File: src/rtl/alu_div_if.sv
// Operand/result bundle between the execute-stage control unit and the divider.
// The control unit is the master; the divider is the slave.
interface alu_div_if #(
  parameter int WIDTH = 24
);
  logic             start;
  logic             is_signed;
  logic [WIDTH-1:0] d_in1;
  logic [WIDTH-1:0] d_in2;
  logic             ready;
  logic             busy;
  logic             valid;
  logic [WIDTH-1:0] quotient;
  logic [WIDTH-1:0] remainder;
  logic             div_zero;

  modport master (
    output start, is_signed, d_in1, d_in2,
    input  ready, busy, valid, quotient, remainder, div_zero
  );

  modport slave (
    input  start, is_signed, d_in1, d_in2,
    output ready, busy, valid, quotient, remainder, div_zero
  );
endinterface

File: src/rtl/alu_div.sv
// Iterative radix-2 restoring divider: one quotient bit per cycle, MSB first,
// on operand magnitudes, with signs applied when the result is registered.
//
// state | meaning
// IDLE  | ready; accepts start, resolves divide-by-zero / overflow directly
// CALC  | one restoring step per cycle, counter runs WIDTH down to 0
// FIN   | sign fix-up, results registered, valid pulsed
module alu_div #(
  parameter  int WIDTH = 24,
  localparam int CNT_W = $clog2(WIDTH + 1)
) (
  input  logic     clk,
  input  logic     rst,
  alu_div_if.slave dif
);
  typedef enum logic [1:0] {IDLE, CALC, FIN} state_t;

  localparam logic [WIDTH-1:0] MIN_NEG = {1'b1, {(WIDTH-1){1'b0}}};

  state_t           state, state_nx;
  logic [WIDTH-1:0] dvd, dvs, rem;
  logic [CNT_W-1:0] cnt;
  logic             qneg, rneg;
  logic             spc, spc_dz;
  logic             valid_q, div_zero_q;
  logic [WIDTH-1:0] quotient_q, remainder_q;

  logic             accept, a_neg, b_neg, dz_in, ovf_in;
  logic [WIDTH-1:0] a_mag, b_mag;
  logic [WIDTH:0]   rem_sh, diff;
  logic             q_bit;
  logic [WIDTH-1:0] rem_nx;

  assign accept = dif.start && (state == IDLE);
  assign a_neg  = dif.is_signed & dif.d_in1[WIDTH-1];
  assign b_neg  = dif.is_signed & dif.d_in2[WIDTH-1];
  assign a_mag  = a_neg ? -dif.d_in1 : dif.d_in1;
  assign b_mag  = b_neg ? -dif.d_in2 : dif.d_in2;
  assign dz_in  = (dif.d_in2 == '0);
  assign ovf_in = dif.is_signed && (dif.d_in1 == MIN_NEG) && (&dif.d_in2);

  // rem < dvs always holds, so rem_sh < 2*dvs and bit WIDTH of the
  // WIDTH+1-bit difference is exactly the borrow out.
  assign rem_sh = {rem, dvd[WIDTH-1]};
  assign diff   = rem_sh - {1'b0, dvs};
  assign q_bit  = ~diff[WIDTH];
  assign rem_nx = q_bit ? diff[WIDTH-1:0] : rem_sh[WIDTH-1:0];

  always_comb begin
    state_nx = state;
    case (state)
      IDLE:    if (accept && !dz_in && !ovf_in) state_nx = CALC;
      CALC:    if (cnt == CNT_W'(1)) state_nx = FIN;
      FIN:     state_nx = IDLE;
      default: state_nx = IDLE;
    endcase
  end

  always_ff @(posedge clk or posedge rst) begin
    if (rst) state <= IDLE;
    else     state <= state_nx;
  end

  always_ff @(posedge clk or posedge rst) begin
    if (rst) begin
      dvd         <= '0;
      dvs         <= '0;
      rem         <= '0;
      cnt         <= '0;
      qneg        <= 1'b0;
      rneg        <= 1'b0;
      spc         <= 1'b0;
      spc_dz      <= 1'b0;
      valid_q     <= 1'b0;
      quotient_q  <= '0;
      remainder_q <= '0;
      div_zero_q  <= 1'b0;
    end else begin
      valid_q <= 1'b0;
      spc     <= 1'b0;
      // Special-case results were staged in dvd/rem at the capture edge.
      if (spc) begin
        quotient_q  <= dvd;
        remainder_q <= rem;
        div_zero_q  <= spc_dz;
        valid_q     <= 1'b1;
      end
      case (state)
        IDLE: begin
          if (accept) begin
            if (dz_in) begin
              dvd    <= '1;
              rem    <= dif.d_in1;
              spc    <= 1'b1;
              spc_dz <= 1'b1;
            end else if (ovf_in) begin
              dvd    <= MIN_NEG;
              rem    <= '0;
              spc    <= 1'b1;
              spc_dz <= 1'b0;
            end else begin
              dvd  <= a_mag;
              dvs  <= b_mag;
              rem  <= '0;
              qneg <= a_neg ^ b_neg;
              rneg <= a_neg;
              cnt  <= CNT_W'(WIDTH);
            end
          end
        end
        CALC: begin
          dvd <= {dvd[WIDTH-2:0], q_bit};
          rem <= rem_nx;
          cnt <= cnt - CNT_W'(1);
        end
        FIN: begin
          quotient_q  <= qneg ? -dvd : dvd;
          remainder_q <= rneg ? -rem : rem;
          div_zero_q  <= 1'b0;
          valid_q     <= 1'b1;
        end
        default: ;
      endcase
    end
  end

  assign dif.ready     = (state == IDLE);
  assign dif.busy      = (state != IDLE);
  assign dif.valid     = valid_q;
  assign dif.quotient  = quotient_q;
  assign dif.remainder = remainder_q;
  assign dif.div_zero  = div_zero_q;
endmodule

File: src/flat_wrapper.sv
// flat-port wrapper written by rule: the top's interface ports become plain ports
module alu_div_flat 
#(
  parameter  int WIDTH = 24,
  localparam int CNT_W = $clog2(WIDTH + 1)
)
  (clk, rst, dif_start, dif_is_signed, dif_d_in1, dif_d_in2, dif_ready, dif_busy, dif_valid, dif_quotient, dif_remainder, dif_div_zero);
  alu_div_if #(.WIDTH(WIDTH)) dif_i ();
  input  logic clk;
  input  logic rst;
  input wire logic [$bits(dif_i.start)-1:0] dif_start;
  input wire logic [$bits(dif_i.is_signed)-1:0] dif_is_signed;
  input wire logic [$bits(dif_i.d_in1)-1:0] dif_d_in1;
  input wire logic [$bits(dif_i.d_in2)-1:0] dif_d_in2;
  output wire logic [$bits(dif_i.ready)-1:0] dif_ready;
  output wire logic [$bits(dif_i.busy)-1:0] dif_busy;
  output wire logic [$bits(dif_i.valid)-1:0] dif_valid;
  output wire logic [$bits(dif_i.quotient)-1:0] dif_quotient;
  output wire logic [$bits(dif_i.remainder)-1:0] dif_remainder;
  output wire logic [$bits(dif_i.div_zero)-1:0] dif_div_zero;
  assign dif_i.start = dif_start;
  assign dif_i.is_signed = dif_is_signed;
  assign dif_i.d_in1 = dif_d_in1;
  assign dif_i.d_in2 = dif_d_in2;
  assign dif_ready = dif_i.ready;
  assign dif_busy = dif_i.busy;
  assign dif_valid = dif_i.valid;
  assign dif_quotient = dif_i.quotient;
  assign dif_remainder = dif_i.remainder;
  assign dif_div_zero = dif_i.div_zero;
  alu_div #(.WIDTH(WIDTH)) u_core (.clk(clk), .rst(rst), .dif(dif_i));
endmodule
File: config.mk
export PLATFORM = sky130hd
export DESIGN_NAME = alu_div_flat
export DESIGN_NICKNAME = d
export VERILOG_FILES = /design/src/rtl/alu_div_if.sv /design/src/rtl/alu_div.sv /design/src/flat_wrapper.sv
export SDC_FILE = /design/constraint.sdc
export NUM_CORES = 1
export LEC_CHECK = 0
export CORE_MARGIN = 2
export CORE_UTILIZATION = 60
export DETAILED_ROUTE_END_ITERATION = 7
export PLACE_DENSITY = 0.92
export SETUP_SLACK_MARGIN = 0.05
export SLEW_MARGIN = 25
export SYNTH_ARGS = -nofsm -noshare
export SYNTH_HDL_FRONTEND = slang
export SYNTH_SLANG_ARGS = --single-unit
File: constraint.sdc
create_clock -name clk -period 7.14 [get_ports clk]
set_clock_uncertainty 0.05 [all_clocks]
set_input_delay 0.714 -clock clk [delete_from_list [all_inputs] [get_ports clk]]
set_output_delay 0.714 -clock clk [all_outputs]
set_load 0.05 [all_outputs]
Word-level counts from Yosys, hierarchy flattened
Index checks and enable logic that the tools add are counted.
{"block": "op_classes", "n_addsub": 6, "eq_ne": 9, "n_mux": 33, "bitwise": 6, "reduce_logical": 19}
{"op": "$mux 24", "n": 14}
{"op": "$neg 24->24", "n": 4}
{"op": "$pmux 24 s2", "n": 2}
{"op": "$sub 25x24->25", "n": 1}
{"op": "$eq 24x24->1 const B", "n": 1}
{"op": "$logic_not 24->1", "n": 1}
{"op": "$reduce_and 24->1", "n": 1}
{"op": "$mux 5", "n": 3}
{"op": "$mux 1", "n": 10}
{"op": "$pmux 5 s2", "n": 1}
{"op": "$reduce_and 4->1", "n": 2}
{"op": "$reduce_bool 2->1", "n": 4}
{"op": "$ne 2x1->1 const B", "n": 3}
{"op": "$eq 5x1->1 const B", "n": 1}
{"op": "$logic_and 1x1->1", "n": 5}
{"op": "$sub 5x1->5 const B", "n": 1}
{"op": "$mux 2", "n": 2}
{"op": "$ne 2x2->1 const B", "n": 2}
{"op": "$pmux 2 s2", "n": 1}
{"op": "$reduce_and 2->1", "n": 2}
{"op": "$not 1->1", "n": 3}
{"op": "$reduce_and 3->1", "n": 1}
{"op": "$and 1x1->1", "n": 2}
{"op": "$eq 2x1->1 const B", "n": 1}
{"op": "4 further kinds", "n": 5}
{"block": "totals", "regBits": 133, "inputBits": 52, "output_inout_bits": 52, "elab_cells": 86}

Depth between registers and ports, before layout
{"block": "depth", "depth_word": 7, "ltp_mapped": 15, "ltp_nobuf": 13}

Worst setup path before layout
No wires, ideal clock.
{"block": "synth_timing", "kind": "input port to flip-flop", "from": "input port dif_d_in2[0]", "to": "register u_core.state[0]", "setup_time_ps": 137, "t_arrival_ps": 2548, "required_time_ps": 6953, "path_slack_ps": 4405, "cell_stages": 11, "n_path_buf": 3, "cell_sequence": "inv_1 > ha_1 > inv_1 > nor4_2 > nand3_1 > nor4_2 > or3_1 > buf_2 > buf_4 > buf_2 > o21ai_0"}
{"block": "synth_via", "elab_chain_len": 6, "word_cells_on_any_way": 9, "classes_between": "eq/ne: 1; reduce/logical: 8"}
{"element": "start: declaration", "line": "flat_wrapper.sv:14", "source": "input wire logic [$bits(dif_i.d_in2)-1:0] dif_d_in2;"}
{"element": "$logic_not 24->1 / $reduce_and 24->1 (equally long branches)", "line": "alu_div.sv:39, alu_div.sv:40"}
{"element": "$logic_not 1->1 / $logic_and 1x1->1 (equally long branches)", "line": "alu_div.sv:52, alu_div.sv:40"}
{"element": "$logic_and 1x1->1 / $logic_not 1->1 (equally long branches)", "line": "alu_div.sv:52", "source": "IDLE: if (accept && !dz_in && !ovf_in) state_nx = CALC;"}
{"element": "$logic_and 1x1->1 (*)", "line": "alu_div.sv:52"}
{"element": "$ne 2x1->1 (no source line) (*)"}
{"element": "$reduce_and 2->1 (no source line) (*)"}
{"element": "end signal: assignment", "line": "alu_div.sv:61", "source": "else state <= state_nx;"}
{"element": "end: declaration", "line": "alu_div.sv:20", "source": "state_t state, state_nx;"}
Mark *: on every way between the ends. The rest lies on a longest branch, timed or not.
A chain may end at the register's enable or synchronous reset.

Worst setup path after layout
{"block": "layout_timing", "from": "input port dif_d_in1[4]", "to": "register u_core.dvd[23]"}
{"block": "layout_via", "elab_chain_len": 7, "word_cells_on_any_way": 9, "classes_between": "add/sub: 1; eq/ne: 1; mux: 5; reduce/logical: 2"}
{"element": "start: declaration", "line": "flat_wrapper.sv:13", "source": "input wire logic [$bits(dif_i.d_in1)-1:0] dif_d_in1;"}
{"element": "parallel branches: the longest is 3 deep, another holds $neg 24->24"}
{"element": "$mux 24 (*)", "line": "alu_div.sv:96", "source": "end else if (ovf_in) begin"}
{"element": "$mux 24 (*)", "line": "alu_div.sv:91", "source": "if (dz_in) begin"}
{"element": "$mux 24 (*)", "line": "alu_div.sv:90", "source": "if (accept) begin"}
{"element": "$pmux 24 s2 (*)", "line": "alu_div.sv:88", "source": "case (state)"}
{"element": "end signal: assignment", "line": "alu_div.sv:102", "source": "dvd <= a_mag;"}
{"element": "end signal: assignment", "line": "alu_div.sv:112", "source": "dvd <= {dvd[WIDTH-2:0], q_bit};"}
{"element": "end: declaration", "line": "alu_div.sv:21", "source": "logic [WIDTH-1:0] dvd, dvs, rem;"}
Every way passes the cells marked *. The select of a mux whose other input is x is not followed.

==> results.toml <==
[power]
sequentialPowerShare = 0.270
clkPwrFrac = 0.202
power.internal_mw = 2.85
power.combinational.fraction = 0.529
power.density_mw_per_mm2 = 481
p_sw_mw = 2.27
proportion_of_total_power_due_to_net_switching = 0.443
leakagePower_nw = 4.58
vdd_drop_max_v = 0.000251

[critical_path]
worst_r2r_startpoint = "u_core.dvd[23]"
critical_path.reg2reg.endpoint = "u_core.rem[17]"
timing.setup.critical_path_class = "in -> reg"
cp.required_ps = 7430
critical_path.max_fanout = 50
crit_path_start_kind = "input port"
crit_path_start = "dif_d_in1[4]"
rrSetupSlack_ps = 3580
critPathCaptureType = "flip-flop"
cp_data_arrival_time_ps = 3960
r2r.worst_path.cells = 13
cp-endpoint = "u_core.dvd[23]"

[clock_tree]
clock_path_buffers = 2
htreeDepth = 4
holdBufCountCts = 0
cts_clk_pin_slew_worst_paths_ps = 60
cts_root_buf = "clkbuf_16"
cts_made_buffers = 17
post_cts_buffers = 0
clock_latency_ps = 430
tritoncts_sink_count = 133
cts_tree = "done"
post_cts.resized_instances = 0

[synth]
mappedNetlistArea_sq_mm = 0.00880
syn-num-nets = 1140
synth_async_sr_flop_share = 1.00
synth-warning-count = 0
yosys_most_used_dff = "dfrtp_1"
synth_top_family_by_area = "compound AO/OA/AOI/OAI gates"
ys_seq_area_frac = 0.378
yosys.area_share.adder = 0.0463
synth_simple_gate_area_share = 0.188
cell_count_after_synthesis = 1056
syn_avg_cell_area_sq_um = 8.34
synth_mux_area_frac = 0.0182
ys_seq_elements = 133
synth.distinct_cells = 62
synth-xor-area-share = 0.107
synth_enable_flop_cells = 0
synth-compound-area-share = 0.214

[grt]
antenna_found_initial = 0
grt.overflow.total = 0
maximum_number_of_pins_on_one_net_before_global_route_repair = 94
number_of_global_route_vias_before_repair = 7909
grt_usage = 0.316
global_route_wire_length_before_repair_um = 40000

[final_layout]
area_delta_synth_final_pct = 20.9
n_antenna_cell = 0
finalCoreUtilization = 0.738
final_nets = 1216
layout-drive-gt1-share = 0.0507
finalNonFillerCells = 1329

[run]
max_cap_viols = 0

[route]
dr.first_iter.drc_count = 1086
route.final.wire_length_um = 24300
vias = 8403
drtPass1Iterations = 8
final_antenna_net_count = 0
drc = 0
avgViaCountPerCell = 6.32
detail_route.wl_per_cell_um = 18.3

[place]
place_congestion = 0.957
dpl.hpwl_um = 16900
placedCellCount = 1296
buffer_ports.inserted = 103

[floorplan]
coreArea_sq_mm = 0.0144
num_io_pins = 104
chipHeight_um = 125
initial_utilization = 0.610
floorplan.rows = 44
die_area_sq_mm = 0.0157
die_w_um = 125

[timing]
timing.final.hold_violations = 0
achievable-frequency_mhz = 273
slew_at_the_pin_with_the_worst_max_slew_slack_ps = 1000
final.min_clock_period_ps = 3670
timing.setup.tns_ps = 0
worst_slew_margin_rel = 0.325
grt_setup_unrepaired = "false"
period_share = 0.514
setup-violations-final = 0
fin_hold_ws_ps = 426
final-max-slew-violation-count = 0

[worst_hold_path]
hold_class = "reg -> reg"

[outcome]
outcome = "finished clean"
[kinds of logic after synthesis]
kind of cell,Yosys count
mux,16
buf+inv,102
xor+xnor,108
flops,133
compound gates,314
fa+ha+maj,32
simple gates,351
[worst min path at each step]
stage	startpoint	endpoint	slack, ps	cells past startpoint
floorplan	u_core.dvs[15]	u_core.dvs[15]	400	2
global placement	u_core.dif.remainder[15]	u_core.dif.remainder[15]	410	2
detailed placement	u_core.dif.quotient[20]	u_core.dif.quotient[20]	420	2
CTS	u_core.dif.quotient[20]	u_core.dif.quotient[20]	430	2
global route	u_core.dif.quotient[13]	u_core.dif.quotient[13]	460	2
finish	u_core.dif.quotient[20]	u_core.dif.quotient[20]	430	2
[stage by stage]
stage          power [mW]  worst slack (ps)  instance area, sq um
2_1_floorplan        3.32              2820                  8800
3_3_place_gp         3.83              3310                  9910
3_5_place_dp         3.94              3170                  9910
4_1_cts              5.02              3170                 10600
5_1_grt              5.45              3180                 10600
6_report             5.12              3470                 10600
[layout make-up]
cell class,instances,area (sq um)
fill,1020,3780
tap,184,230
clock inverter,10,214
timing repair buffer,112,1120
inverter,47,179
sequential,133,3330
clock buffer,22,484
multi-input combinational,821,5090
[sequential cells by signal (all words and copies together) (netlist names)]
name and cells:
u_core.cnt 5, u_core.dif.div_zero 1, u_core.dif.quotient 24, u_core.dif.remainder 24, u_core.dif.valid 1, u_core.dvd 24, u_core.dvs 24, u_core.qneg 1
u_core.rem 24, u_core.rneg 1, u_core.spc 1, u_core.spc_dz 1, u_core.state 2
[routing by layer]
metal	up-vias	GRT usage	share of wire
li1	3882	-	-
met1	3934	0.428	0.40
met2	512	0.504	0.47
met3	75	0.0569	0.094
met4	0	0.136	0.037
met5	-	0	0
[cells in the final DEF, fill, tap and decap left out, drive strengths merged, types with 2 or more instances in the layout]
cell	instances
nor4	14
a221o	3
xor2	58
nor4b	2
ha	31
o21a	5
dfrtp	133
nand2	121
or2	3
nand2b	10
o31ai	21
nand4	5
or4	6
bufinv	6
nor3b	5
mux2i	16
a31oi	7
and3	21
inv	49
clkbuf	22
or3	9
xnor2	50
nor3	21
clkdlybuf4s50	103
a21oi	88
nand3b	2
o21bai	3
o21ai	114
and2	8
o221ai	4
nor2	106
buf	9
o41ai	7
nor2b	3
o22ai	14
o211ai	5
a21o	7
a211oi	23
nand3	14
a221oi	2
[cells in the mapped netlist, types with 5 or more instances]
cell | instances | share of area
inv_1 | 47 | 0.020
and3_1 | 21 | 0.015
xnor2_1 | 50 | 0.050
clkbuf_1 | 38 | 0.016
or3_1 | 9 | 0.0064
buf_4 | 5 | 0.0043
o31ai_1 | 21 | 0.018
o22ai_1 | 14 | 0.0099
o21a_1 | 5 | 0.0043
nand2b_1 | 10 | 0.0071
buf_2 | 10 | 0.0057
xor2_1 | 58 | 0.058
a21o_1 | 7 | 0.0060
ha_1 | 31 | 0.044
nand2_1 | 121 | 0.052
a211oi_1 | 23 | 0.020
a31oi_1 | 7 | 0.0050
mux2i_1 | 16 | 0.018
a21oi_1 | 88 | 0.050
and2_1 | 8 | 0.0057
nor2_1 | 106 | 0.045
nor3_1 | 21 | 0.012
nor4_1 | 9 | 0.0064
or4_1 | 5 | 0.0043
o21ai_1 | 40 | 0.023
o41ai_1 | 6 | 0.0060
dfrtp_1 | 133 | 0.38
nand4_1 | 5 | 0.0036
o21ai_0 | 74 | 0.042
nand3_1 | 14 | 0.0080
[worst max-delay path, cell delays in order]
cell,delay [ps]
clkdlybuf4s50_1,500
nor4_2,410
nand2_1,160
nor3b_2,370
nand3_1,230
nor2_1,460
or3_1,360
buf_4,440
a21oi_1,80
o31ai_1,220
[power groups by stage]
stage          Combinational [mW]  Sequential, mW  Clock (mW)
4_1_cts                      2.62            1.36        1.04
6_report                     2.71            1.38        1.03
3_5_place_dp                 2.58            1.37           0
2_1_floorplan                1.91            1.41           0
5_1_grt                      2.97            1.41        1.07
3_3_place_gp                 2.48            1.35           0
Note: power is estimated with default switching activity, not from simulation.
==> RTL edit (same settings) <==
`WIDTH` is set to 24 in 3 places; all go to 36.
--- a/src/rtl/alu_div_if.sv
+++ b/src/rtl/alu_div_if.sv
@@ -2,5 +2,5 @@
 // The control unit is the master; the divider is the slave.
 interface alu_div_if #(
-  parameter int WIDTH = 24
+  parameter int WIDTH = 36
 );
   logic             start;
--- a/src/rtl/alu_div.sv
+++ b/src/rtl/alu_div.sv
@@ -7,5 +7,5 @@
 // FIN   | sign fix-up, results registered, valid pulsed
 module alu_div #(
-  parameter  int WIDTH = 24,
+  parameter  int WIDTH = 36,
   localparam int CNT_W = $clog2(WIDTH + 1)
 ) (
--- a/src/flat_wrapper.sv
+++ b/src/flat_wrapper.sv
@@ -2,5 +2,5 @@
 module alu_div_flat 
 #(
-  parameter  int WIDTH = 24,
+  parameter  int WIDTH = 36,
   localparam int CNT_W = $clog2(WIDTH + 1)
 )
Ports: changed (resized dif_d_in1, dif_d_in2, dif_quotient and dif_remainder); port bits go from 104 to 152. The function was not compared with the original's and may differ.
==> RTL edit against the original RTL <==
Critical path depth up 3. Design area up 47%. Non-clock buffer count up 52. Worst setup slack worse by 0.68 ns. Sequential share of layout area down 0.32 points. Global-route usage up 2.0 points. Final cell count up 53%. Sequential cell count up 61. Routed wire length up 65%. Area after synthesis up 52%. Critical path type is now register to register. Critical endpoint is now u_core.rem[7]$_DFFE_PP0P_.
Power is left out: it rests on default switching activity, and per cell area and clock period it moved more than threefold.
==> RTL edit: results (changes against the original RTL) <==
** Outcome
- The run finished with clean final reports.

** Logic synthesis
- Cell variety after synth :: 75 (+21%)
- The sequential share of the synthesized area came to 36.2% (-1.6 points).
- Commonest cells post-synth :: nand2_1, dfrtp_1, o21ai_0, a21oi_1, nor2_1

** Worst setup path
- Slack of the worst reg-to-reg path :: 2.79 ns (-0.79 ns)
- Biggest fanout along the worst timing path :: 19 (-62%)
- Delay-heaviest family, CP :: compound AO/OA/AOI/OAI gates
- CP endpoint :: u_core.rem[7]$_DFFE_PP0P_
- On the critical path, the stage with the largest delay is an instance of xor2_2.

** Finish
- Share of final-layout standard cells stronger than drive strength 1 :: 4.62% (-0.44 points)
- Filler cell count in the final layout :: 1702 (+67%)

** Place
- The instance area after placement was 15000 um2 (+52%).
- The number of buffer cells added on primary ports was 151 (+47%).
- Cell Count Post-Placement :: 2000 (+54%)
- HPWL Detailed :: 29100 um (+72%)

** Worst hold path
- Hold Crit Endpoint :: u_core.dif.quotient[3]$_DFFE_PP0P_
- The startpoint identified for the worst hold timing path is u_core.dif.quotient[3]$_DFFE_PP0P_.

** Global route
- The pin count of the biggest net entering global routing is 75 (-20%).
- The wire length of the first global-routing pass was 64600 um (+62%).
- Met3 GRT Util :: 5.95% (+0.26 points)
- The global-route met2 utilization was 53.0% (+2.6 points).
- The met1 capacity usage during global routing is 46.4% (+3.6 points).

** Route
- The sum of met2 wire segment lengths after detailed routing was 18300 um (+61%).
- Met3 routed WL :: 4250 um (+87%)
- First drt pass iteration count :: 6 (-2)
- The total number of vias was 13275 (+58%).

** Clock tree
- The clock latency on the worst-skew pair was 0.45 ns (+0.02 ns).

** STA
- The worst max-slew margin expressed relative to the limit is 31.0% (-1.5 points).
-- RTL edit: changes by cell type in the layout (fill, tap and decap cells not counted), sizes merged, moves of 32 or more --
cell and delta:
clkdlybuf4s50 +48, dfrtp +61, nand2 +103, nand3 +32, nor3 +38, o21ai +99, xnor2 +32
-- RTL edit: cell families (layout without fill, tap and decap cells) --
family / after synthesis / count (layout) / synth area share [%]
DFF: 194 / 194 / 36.2
muxes: 8 / 8 / 0.597
buffers and inverters: 158 / 263 / 4.64
AOI/OAI and AO/OA: 510 / 510 / 22.7
xor gates and xnor gates: 170 / 170 / 11.2
adders and majority gates: 44 / 44 / 4.16
and+or+nand+nor: 564 / 564 / 20.5
other: 0 / 1 / 0
-- RTL edit: cell type report --
class                      count  area [um2]  area share, %
inverter                      67         256           1.64
antenna                        1        2.50         0.0160
timing repair buffer         164        1630           10.4
sequential                   194        4850           31.0
tap                          280         350           2.23
multi-input combinational   1296        7970           50.8
clock inverter                13         168           1.07
clock buffer                  19         453           2.89
